[src/rtl/sseg_if.sv]
// ---------------------------------------------------------------------------
// sseg_if
// Groups the signals between the reaction-timer control logic and the
// seven-segment scan driver.
//   master : produces the digit codes and display mode, and reads back the
//            display outputs (control FSM / testbench side)
//   slave  : the scan driver itself
// Signals:
//   ltr_flag   1 = letter glyph table, 0 = numeric glyph table
//   digit0..3  4-bit digit codes, digit0 rightmost
//   dp_in      decimal point request per digit, active-high
//   an         anode enables, active-low, bit i = digit i
//   sseg       segments, active-low, {dp,g,f,e,d,c,b,a}
//   frame_tick one-cycle pulse when a new snapshot is taken
// ---------------------------------------------------------------------------
interface sseg_if;
  logic       ltr_flag;
  logic [3:0] digit0;
  logic [3:0] digit1;
  logic [3:0] digit2;
  logic [3:0] digit3;
  logic [3:0] dp_in;
  logic [3:0] an;
  logic [7:0] sseg;
  logic       frame_tick;

  modport master (
    output ltr_flag, digit0, digit1, digit2, digit3, dp_in,
    input  an, sseg, frame_tick
  );

  modport slave (
    input  ltr_flag, digit0, digit1, digit2, digit3, dp_in,
    output an, sseg, frame_tick
  );
endinterface

[src/rtl/sseg_scan_driver.sv]
// ---------------------------------------------------------------------------
// sseg_scan_driver
// Time-multiplexed driver for a 4-digit common-anode seven-segment display.
// A free-running N-bit refresh counter splits each frame into four slots.
// The inputs are snapshotted once per frame (at the last counter value) so a
// frame never mixes old and new digits or glyph tables. Each slot starts with
// DEAD_CYC cycles of all anodes off to suppress ghosting. All outputs are
// registered; there is no combinational path from inputs to outputs.
// Ports:
//   clk  system clock
//   rst  asynchronous, active-high reset
//   bus  sseg_if.slave (digit codes, mode, dp requests in; an/sseg/frame_tick out)
// Parameters:
//   N        refresh counter width; slot = 2^(N-2) cycles, frame = 2^N cycles
//   DEAD_CYC dark cycles at the start of each slot, 1 <= DEAD_CYC < 2^(N-2)
// Build option:
//   SSEG_LEADING_ZERO_BLANK_EN  when defined, leading zeros on digit3..digit1
//                               are blanked in numeric mode
// ---------------------------------------------------------------------------
module sseg_scan_driver #(
  parameter int N        = 18,
  parameter int DEAD_CYC = 16
) (
  input  logic   clk,
  input  logic   rst,
  sseg_if.slave  bus
);

  localparam logic [N-3:0] DEAD_L = (N-2)'(DEAD_CYC);

  // Numeric glyph table, bits g..a, active-low
  function automatic logic [6:0] num_glyph(input logic [3:0] code);
    logic [6:0] g;
    case (code)
      4'h0:    g = 7'b1000000;
      4'h1:    g = 7'b1111001;
      4'h2:    g = 7'b0100100;
      4'h3:    g = 7'b0110000;
      4'h4:    g = 7'b0011001;
      4'h5:    g = 7'b0010010;
      4'h6:    g = 7'b0000010;
      4'h7:    g = 7'b1111000;
      4'h8:    g = 7'b0000000;
      4'h9:    g = 7'b0010000;
      4'hA, 4'hB, 4'hC, 4'hD, 4'hE:
               g = 7'b0111111;
      default: g = 7'b1111111;
    endcase
    return g;
  endfunction

  // Letter glyph table: A -> H, 5 -> I, 0 -> O, everything else blank
  function automatic logic [6:0] ltr_glyph(input logic [3:0] code);
    logic [6:0] g;
    case (code)
      4'hA:    g = 7'b0001001;
      4'h5:    g = 7'b1111001;
      4'h0:    g = 7'b1000000;
      default: g = 7'b1111111;
    endcase
    return g;
  endfunction

  logic [N-1:0]     q_r;
  logic [3:0][3:0]  dig_r;
  logic             ltr_r;
  logic [3:0]       dp_r;
  logic [3:0]       an_r;
  logic [7:0]       sseg_r;
  logic             tick_r;

  logic             wrap_s;
  logic [1:0]       slot_s;
  logic [N-3:0]     off_s;
  logic [3:0]       cur_dig_s;
  logic [3:0]       lz_s;
  logic [6:0]       glyph_s;
  logic             dp_bit_s;
  logic [3:0]       an_nxt_s;
  logic [7:0]       sseg_nxt_s;

  assign wrap_s = (q_r == {N{1'b1}});
  assign slot_s = q_r[N-1:N-2];
  assign off_s  = q_r[N-3:0];

  // Refresh counter, free-running and wrapping every frame
  always_ff @(posedge clk or posedge rst) begin
    if (rst) begin
      q_r <= '0;
    end else begin
      q_r <= q_r + N'(1);
    end
  end

  // Frame snapshot: captured on the last count so the new frame sees it from q = 0
  always_ff @(posedge clk or posedge rst) begin
    if (rst) begin
      dig_r <= {4{4'hF}};
      ltr_r <= 1'b0;
      dp_r  <= 4'b0000;
    end else if (wrap_s) begin
      dig_r <= {bus.digit3, bus.digit2, bus.digit1, bus.digit0};
      ltr_r <= bus.ltr_flag;
      dp_r  <= bus.dp_in;
    end else begin
      dig_r <= dig_r;
      ltr_r <= ltr_r;
      dp_r  <= dp_r;
    end
  end

`ifdef SSEG_LEADING_ZERO_BLANK_EN
  // A zero is blanked only while every digit to its left is also blanked
  logic lz3_s;
  logic lz2_s;
  logic lz1_s;
  assign lz3_s = ~ltr_r & (dig_r[3] == 4'h0);
  assign lz2_s = lz3_s & (dig_r[2] == 4'h0);
  assign lz1_s = lz2_s & (dig_r[1] == 4'h0);
  assign lz_s  = {lz3_s, lz2_s, lz1_s, 1'b0};
`else
  assign lz_s  = 4'b0000;
`endif

  // Next-state of the display outputs from the counter and the snapshot
  always_comb begin
    an_nxt_s   = 4'b1111;
    sseg_nxt_s = 8'hFF;
    glyph_s    = 7'b1111111;
    dp_bit_s   = 1'b1;
    cur_dig_s  = dig_r[slot_s];
    if (off_s < DEAD_L) begin
      an_nxt_s   = 4'b1111;
      sseg_nxt_s = 8'hFF;
    end else begin
      an_nxt_s = ~(4'b0001 << slot_s);
      if (lz_s[slot_s]) begin
        glyph_s = 7'b1111111;
      end else if (ltr_r) begin
        glyph_s = ltr_glyph(cur_dig_s);
      end else begin
        glyph_s = num_glyph(cur_dig_s);
      end
      // The blank code never lights its dp; a blanked zero still may
      if (cur_dig_s == 4'hF) begin
        dp_bit_s = 1'b1;
      end else begin
        dp_bit_s = ~dp_r[slot_s];
      end
      sseg_nxt_s = {dp_bit_s, glyph_s};
    end
  end

  // Registered display outputs and frame pulse
  always_ff @(posedge clk or posedge rst) begin
    if (rst) begin
      an_r   <= 4'b1111;
      sseg_r <= 8'hFF;
      tick_r <= 1'b0;
    end else begin
      an_r   <= an_nxt_s;
      sseg_r <= sseg_nxt_s;
      tick_r <= wrap_s;
    end
  end

  assign bus.an         = an_r;
  assign bus.sseg       = sseg_r;
  assign bus.frame_tick = tick_r;

endmodule

[src/flat_wrapper.sv]
// flat-port wrapper written by rule: the top's interface ports become plain ports
module sseg_scan_driver_flat 
#(
  parameter int N        = 18,
  parameter int DEAD_CYC = 16
)
  (clk, rst, bus_ltr_flag, bus_digit0, bus_digit1, bus_digit2, bus_digit3, bus_dp_in, bus_an, bus_sseg, bus_frame_tick);
  sseg_if bus_i ();
  input  logic clk;
  input  logic rst;
  input wire logic [$bits(bus_i.ltr_flag)-1:0] bus_ltr_flag;
  input wire logic [$bits(bus_i.digit0)-1:0] bus_digit0;
  input wire logic [$bits(bus_i.digit1)-1:0] bus_digit1;
  input wire logic [$bits(bus_i.digit2)-1:0] bus_digit2;
  input wire logic [$bits(bus_i.digit3)-1:0] bus_digit3;
  input wire logic [$bits(bus_i.dp_in)-1:0] bus_dp_in;
  output wire logic [$bits(bus_i.an)-1:0] bus_an;
  output wire logic [$bits(bus_i.sseg)-1:0] bus_sseg;
  output wire logic [$bits(bus_i.frame_tick)-1:0] bus_frame_tick;
  assign bus_i.ltr_flag = bus_ltr_flag;
  assign bus_i.digit0 = bus_digit0;
  assign bus_i.digit1 = bus_digit1;
  assign bus_i.digit2 = bus_digit2;
  assign bus_i.digit3 = bus_digit3;
  assign bus_i.dp_in = bus_dp_in;
  assign bus_an = bus_i.an;
  assign bus_sseg = bus_i.sseg;
  assign bus_frame_tick = bus_i.frame_tick;
  sseg_scan_driver #(.N(N), .DEAD_CYC(DEAD_CYC)) u_core (.clk(clk), .rst(rst), .bus(bus_i));
endmodule
[config.mk]
export PLATFORM = sky130hd
export DESIGN_NAME = sseg_scan_driver_flat
export DESIGN_NICKNAME = d
export VERILOG_FILES = /design/src/rtl/sseg_if.sv /design/src/rtl/sseg_scan_driver.sv /design/src/flat_wrapper.sv
export SDC_FILE = /design/constraint.sdc
export NUM_CORES = 1
export LEC_CHECK = 0
export ABC_AREA = 1
export BUFFER_PORTS_ARGS = -buffer_cell sky130_fd_sc_hd__buf_4
export CELL_PAD_IN_SITES_DETAIL_PLACEMENT = 1
export CELL_PAD_IN_SITES_GLOBAL_PLACEMENT = 2
export CORE_MARGIN = 2
export CORE_UTILIZATION = 34
export CTS_BUF_LIST = sky130_fd_sc_hd__clkbuf_8 sky130_fd_sc_hd__clkbuf_16
export CTS_CLUSTER_SIZE = 20
export DETAILED_ROUTE_END_ITERATION = 10
export HOLD_SLACK_MARGIN = 0.06
export PLACE_DENSITY_LB_ADDON = 0.12
export SKIP_CTS_REPAIR_TIMING = 1
export SYNTH_ARGS = -nofsm -noshare
export SYNTH_HDL_FRONTEND = slang
export SYNTH_SLANG_ARGS = --single-unit
[constraint.sdc]
create_clock -name clk -period 2.2 [get_ports clk]
set_input_delay 0.22 -clock clk [delete_from_list [all_inputs] [get_ports clk]]
set_output_delay 0.22 -clock clk [all_outputs]
set_load 0.005 [all_outputs]
==> results.txt <==
The flow ran to the end, and the final reports show no timing, DRC or antenna violations. The final critical delay including setup and external delays came out at roughly 1.9 ns. The power per standard cell area came out at just under 500 nW/um^2.

The synthesized instance count is 327. The top achievable clock speed is ~520 MHz. The I/O pin total came out at 36. The startpoint identified for the worst register-to-register timing path is u_core.q_r[17]. Along the worst path, the maximum fanout reaches 12. Clock-pin slew was measured on the worst setup and hold paths at roughly 0.11 ns. Setup violations remaining at the end of the flow were counted as 0. The signal arrival time at the worst endpoint came out at 2.15 ns. The clock latency on the worst-skew pair is between 0.3 and 0.4 ns. The floorplan die width came out at around 94 um.

The critical path goes through inv_1 -> nand2_1 -> nand2_1 -> inv_1 -> ha_1 -> nand3_1 -> nand3_1 -> nand2_1 -> a21oi_1 -> nand2_1. The slowest stage cell on the critical path is sky130_fd_sc_hd__dfrtp_1. In the final design database the tool counted a little under 400 nets. The layout overhead on the synthesized area is 16.8%. Summed over all nets, the switching power comes to ~0.36 mW. The total number of clock tree sinks is 52. Summing every instance area after synthesis gives between 2000 and 3000 sq um.

The maximum number of pins on one net before global-route repair came out at 43. TritonCTS built the clock tree. The worst slew slack as a fraction of its limit is roughly 76%. The required time of the critical path is between 2 and 2.5 ns.

Global routing consumed, over all layers together, 16.4% of the routing resources. After synthesis, the mean cell area works out to 8.37 sq um. Counting every net in the synthesized netlist gives ~360. In the finished design, the share of the clock period the worst path needs comes to between 80 and 90%. Setup repair after global routing left no endpoint under its margin. In this run the most critical hold path is launched from bus_digit2[3].

The accumulated negative setup slack is 0 ns. The power share of the sequential group came out at just over 60%. The kind of cell with the highest combined delay along the critical path is simple AND/OR/NAND/NOR gates.

The worst register-to-register path ends at u_core.bus.sseg[5]. Global routing finished with a remaining overflow of 0. The count of standard-cell rows came out at 32. After detailed routing, the average wire length per cell comes to about 14 um.

The sequential cell area fraction in the yosys report is about half. The number of antenna violations at the first check in global routing is 0. The buffers plus inverters on the worst setup path came out at 2.

In this run the cell area measured after placement is 3090 sq um. The number of global-route vias before repair came out at about 2300. The half-perimeter wire length after placement is slightly above 5000 um.

The first-iteration detailed-routing DRC count is 40. The weighted congestion at the end of routability-driven global placement came out at a little under 0.8. The worst setup path is captured at a flip-flop. The synthesized design spends more area on one cell type than any other, namely sky130_fd_sc_hd__dfstp_2. The fraction of power consumed by the clock network came out at a little over a third. The setup slack of the worst register-to-register path is approximately 0.28 ns. The number of H-tree levels came out at 2.

The number of input and output port buffers inserted came out at 35. After synthesis, the cell types taking the most area are sky130_fd_sc_hd__dfstp_2 (27%), sky130_fd_sc_hd__dfrtp_1 (22%), sky130_fd_sc_hd__nand2_1 (18%). The number of vias per cell came out at ~4.7. Net switching is 22.9% of the power. The Yosys warning count came out at 0. The worst setup path is of the reg -> reg kind. Across the VDD grid, the largest voltage drop is 0.274 mV. The total iterations of the first detailed-routing run is 4. The netlist uses 30 different library cells.

For this configuration, the core starts out at a cell density of a little over a third. The library cells used most frequently in the layout, excluding fill and tap cells, are sky130_fd_sc_hd__nand2_1 (128), sky130_fd_sc_hd__buf_4 (39), sky130_fd_sc_hd__nand3_1 (37). Clock skew on the completed layout was measured at about 0.013 ns. The cell depth of the worst min-delay path is 3. The static leakage power is ~1.6 nW. The vertical die dimension came out at 93.7 um.

The wire length reported by the detailed router is 6540 um. The fraction of layout instances using a drive strength above 1 came out at between 20% and 30%. Measured in cells, the most critical reg-to-reg path has a length of 10. At the pin with the least slew margin, the transition time is between 0.3 and 0.4 ns. The area of all placed cells without fillers is between 3000 and 4000 sq um. The area enclosed by the die boundary came out at between 8000 and 9000 sq um.

The class of the tightest hold or removal check is in -> reg. The global-route wire length before repair is about 11000 um. The nature of the critical path startpoint is a flip-flop. The total via count after detailed routing came out at ~2200.

The number of nets with antenna violations after routing is 0. The number of buffers on the longest clock path came out at 2. Cell internal power was estimated by the tool at 1.22 mW. The library cell used most frequently in the layout, excluding fill and tap cells, is sky130_fd_sc_hd__nand2_1.

The path with the worst hold slack has its endpoint at u_core.dig_r[11]. The final-report hold violation count is 0. 0 antenna diodes ended up in the layout.

The delay of the slowest cell on the worst path is 0.57 ns. The combinational share of power is approximately 3.4%. The most repeated library cell on the critical path is sky130_fd_sc_hd__nand2_1. The buffer cell driving the clock tree root is sky130_fd_sc_hd__clkbuf_8.

Max-cap violations in this run came to 0. In this run the worst setup path begins at u_core.q_r[17]. The area of the core region came out at slightly below 8000 sq um. The number of buffers created by CTS came out at 5. In this run, synthesis produced a sequential element count of 52. The area share of the largest cell type after synthesis came out at around 27%. After detailed routing, the number of remaining DRC violations is 0. The final-report max-slew violation count is 0.
-- routing by layer --
metal	routed length [um]	share of wire, %	global-route usage, %	vias to the layer above
met2	3140	48	27.7	31
met1	3210	49	22.4	1056
met5	0	0	0	-
met4	24	0.37	2.90	0
li1	-	-	-	1099
met3	171	2.6	2.89	2
-- kinds of logic (layout without fill, tap and decap cells) --
family | Yosys count | after routing | share of synthesized area, %
and+or+nand+nor | 209 | 209 | 35.1
DFF | 52 | 52 | 48.8
buffers and inverters | 37 | 77 | 6.95
xor gates and xnor gates | 15 | 15 | 4.80
AOI/OAI and AO/OA | 8 | 8 | 1.55
adders and majority gates | 6 | 6 | 2.74
-- tightest hold or removal path: cells and delay by family --
kind                   cells  cell delay [ns]
AND/OR/NAND/NOR            2             0.12
buffers and inverters      1             0.11
-- power by group through the flow --
stage                     Sequential [mW]  Clock [mW]  Combinational (mW)
final                               0.958       0.565              0.0542
after global routing                0.959       0.641              0.0612
after CTS                           0.958       0.601              0.0556
after detailed placement            0.975           0              0.0555
after global placement              0.975           0              0.0541
after floorplan                     0.974           0              0.0137
-- final cells by class --
type	count	area [sq um]
well taps	102	128
clock buffers	5	68.8
repair buffers	41	323
multi-input cells	238	1210
flip-flops and latches	52	1340
inverters	28	108
clock inverters	3	22.5
fillers	970	4570
-- cells in the mapped netlist --
| cell | count |
|---|---|
| sky130_fd_sc_hd__nand3_4 | 1 |
| sky130_fd_sc_hd__nand2_2 | 4 |
| sky130_fd_sc_hd__ha_1 | 6 |
| sky130_fd_sc_hd__o211ai_1 | 1 |
| sky130_fd_sc_hd__inv_1 | 24 |
| sky130_fd_sc_hd__nor4_1 | 1 |
| sky130_fd_sc_hd__a21oi_1 | 4 |
| sky130_fd_sc_hd__nor2_2 | 7 |
| sky130_fd_sc_hd__nand3_1 | 37 |
| sky130_fd_sc_hd__nor3_1 | 6 |
| sky130_fd_sc_hd__o21ai_0 | 1 |
| sky130_fd_sc_hd__o21ai_1 | 2 |
| sky130_fd_sc_hd__clkbuf_1 | 2 |
| sky130_fd_sc_hd__nand4_1 | 4 |
| sky130_fd_sc_hd__nand2_4 | 1 |
| sky130_fd_sc_hd__nand3_2 | 2 |
| sky130_fd_sc_hd__nand2_1 | 128 |
| sky130_fd_sc_hd__inv_2 | 3 |
| sky130_fd_sc_hd__dfrtp_1 | 24 |
| sky130_fd_sc_hd__nor2_1 | 13 |
| sky130_fd_sc_hd__xor2_1 | 14 |
| sky130_fd_sc_hd__dfstp_2 | 28 |
| sky130_fd_sc_hd__xnor2_1 | 1 |
| sky130_fd_sc_hd__buf_6 | 6 |
| sky130_fd_sc_hd__nor3_4 | 1 |
| sky130_fd_sc_hd__nor2_8 | 1 |
| sky130_fd_sc_hd__nor2_4 | 1 |
| sky130_fd_sc_hd__buf_4 | 1 |
| sky130_fd_sc_hd__nor3_2 | 2 |
| sky130_fd_sc_hd__inv_4 | 1 |
-- worst max path at each step --
stage	to	slack, ns	cells after the start
6_report	u_core.bus.sseg[5]	0.28	10
5_1_grt	u_core.bus.sseg[1]	0.01	12
4_1_cts	u_core.bus.sseg[5]	0.24	10
3_5_place_dp	u_core.bus.sseg[5]	0.29	10
3_3_place_gp	u_core.bus.sseg[5]	0.34	10
2_1_floorplan	u_core.bus.sseg[4]	0.53	13
-- stage by stage --
step	power, mW	setup WS (ns)	instances	hold WS [ns]	utilization [%]
floorplan	0.988	0.527	327	0.331	-
global placement	1.03	0.340	460	0.184	39.8
detailed placement	1.03	0.286	460	0.186	39.8
CTS	1.62	0.241	468	-0.166	41.0
global route	1.66	0.0104	469	0.122	41.1
finish	1.58	0.282	469	0.122	41.1
-- sequential cells by signal (all words and copies together) (netlist names) --
signal	count
u_core.q_r	18
u_core.bus.frame_tick	1
u_core.dp_r	4
u_core.ltr_r	1
u_core.dig_r	16
u_core.bus.sseg	8
u_core.bus.an	4
Power figures use the tool's default switching activity.
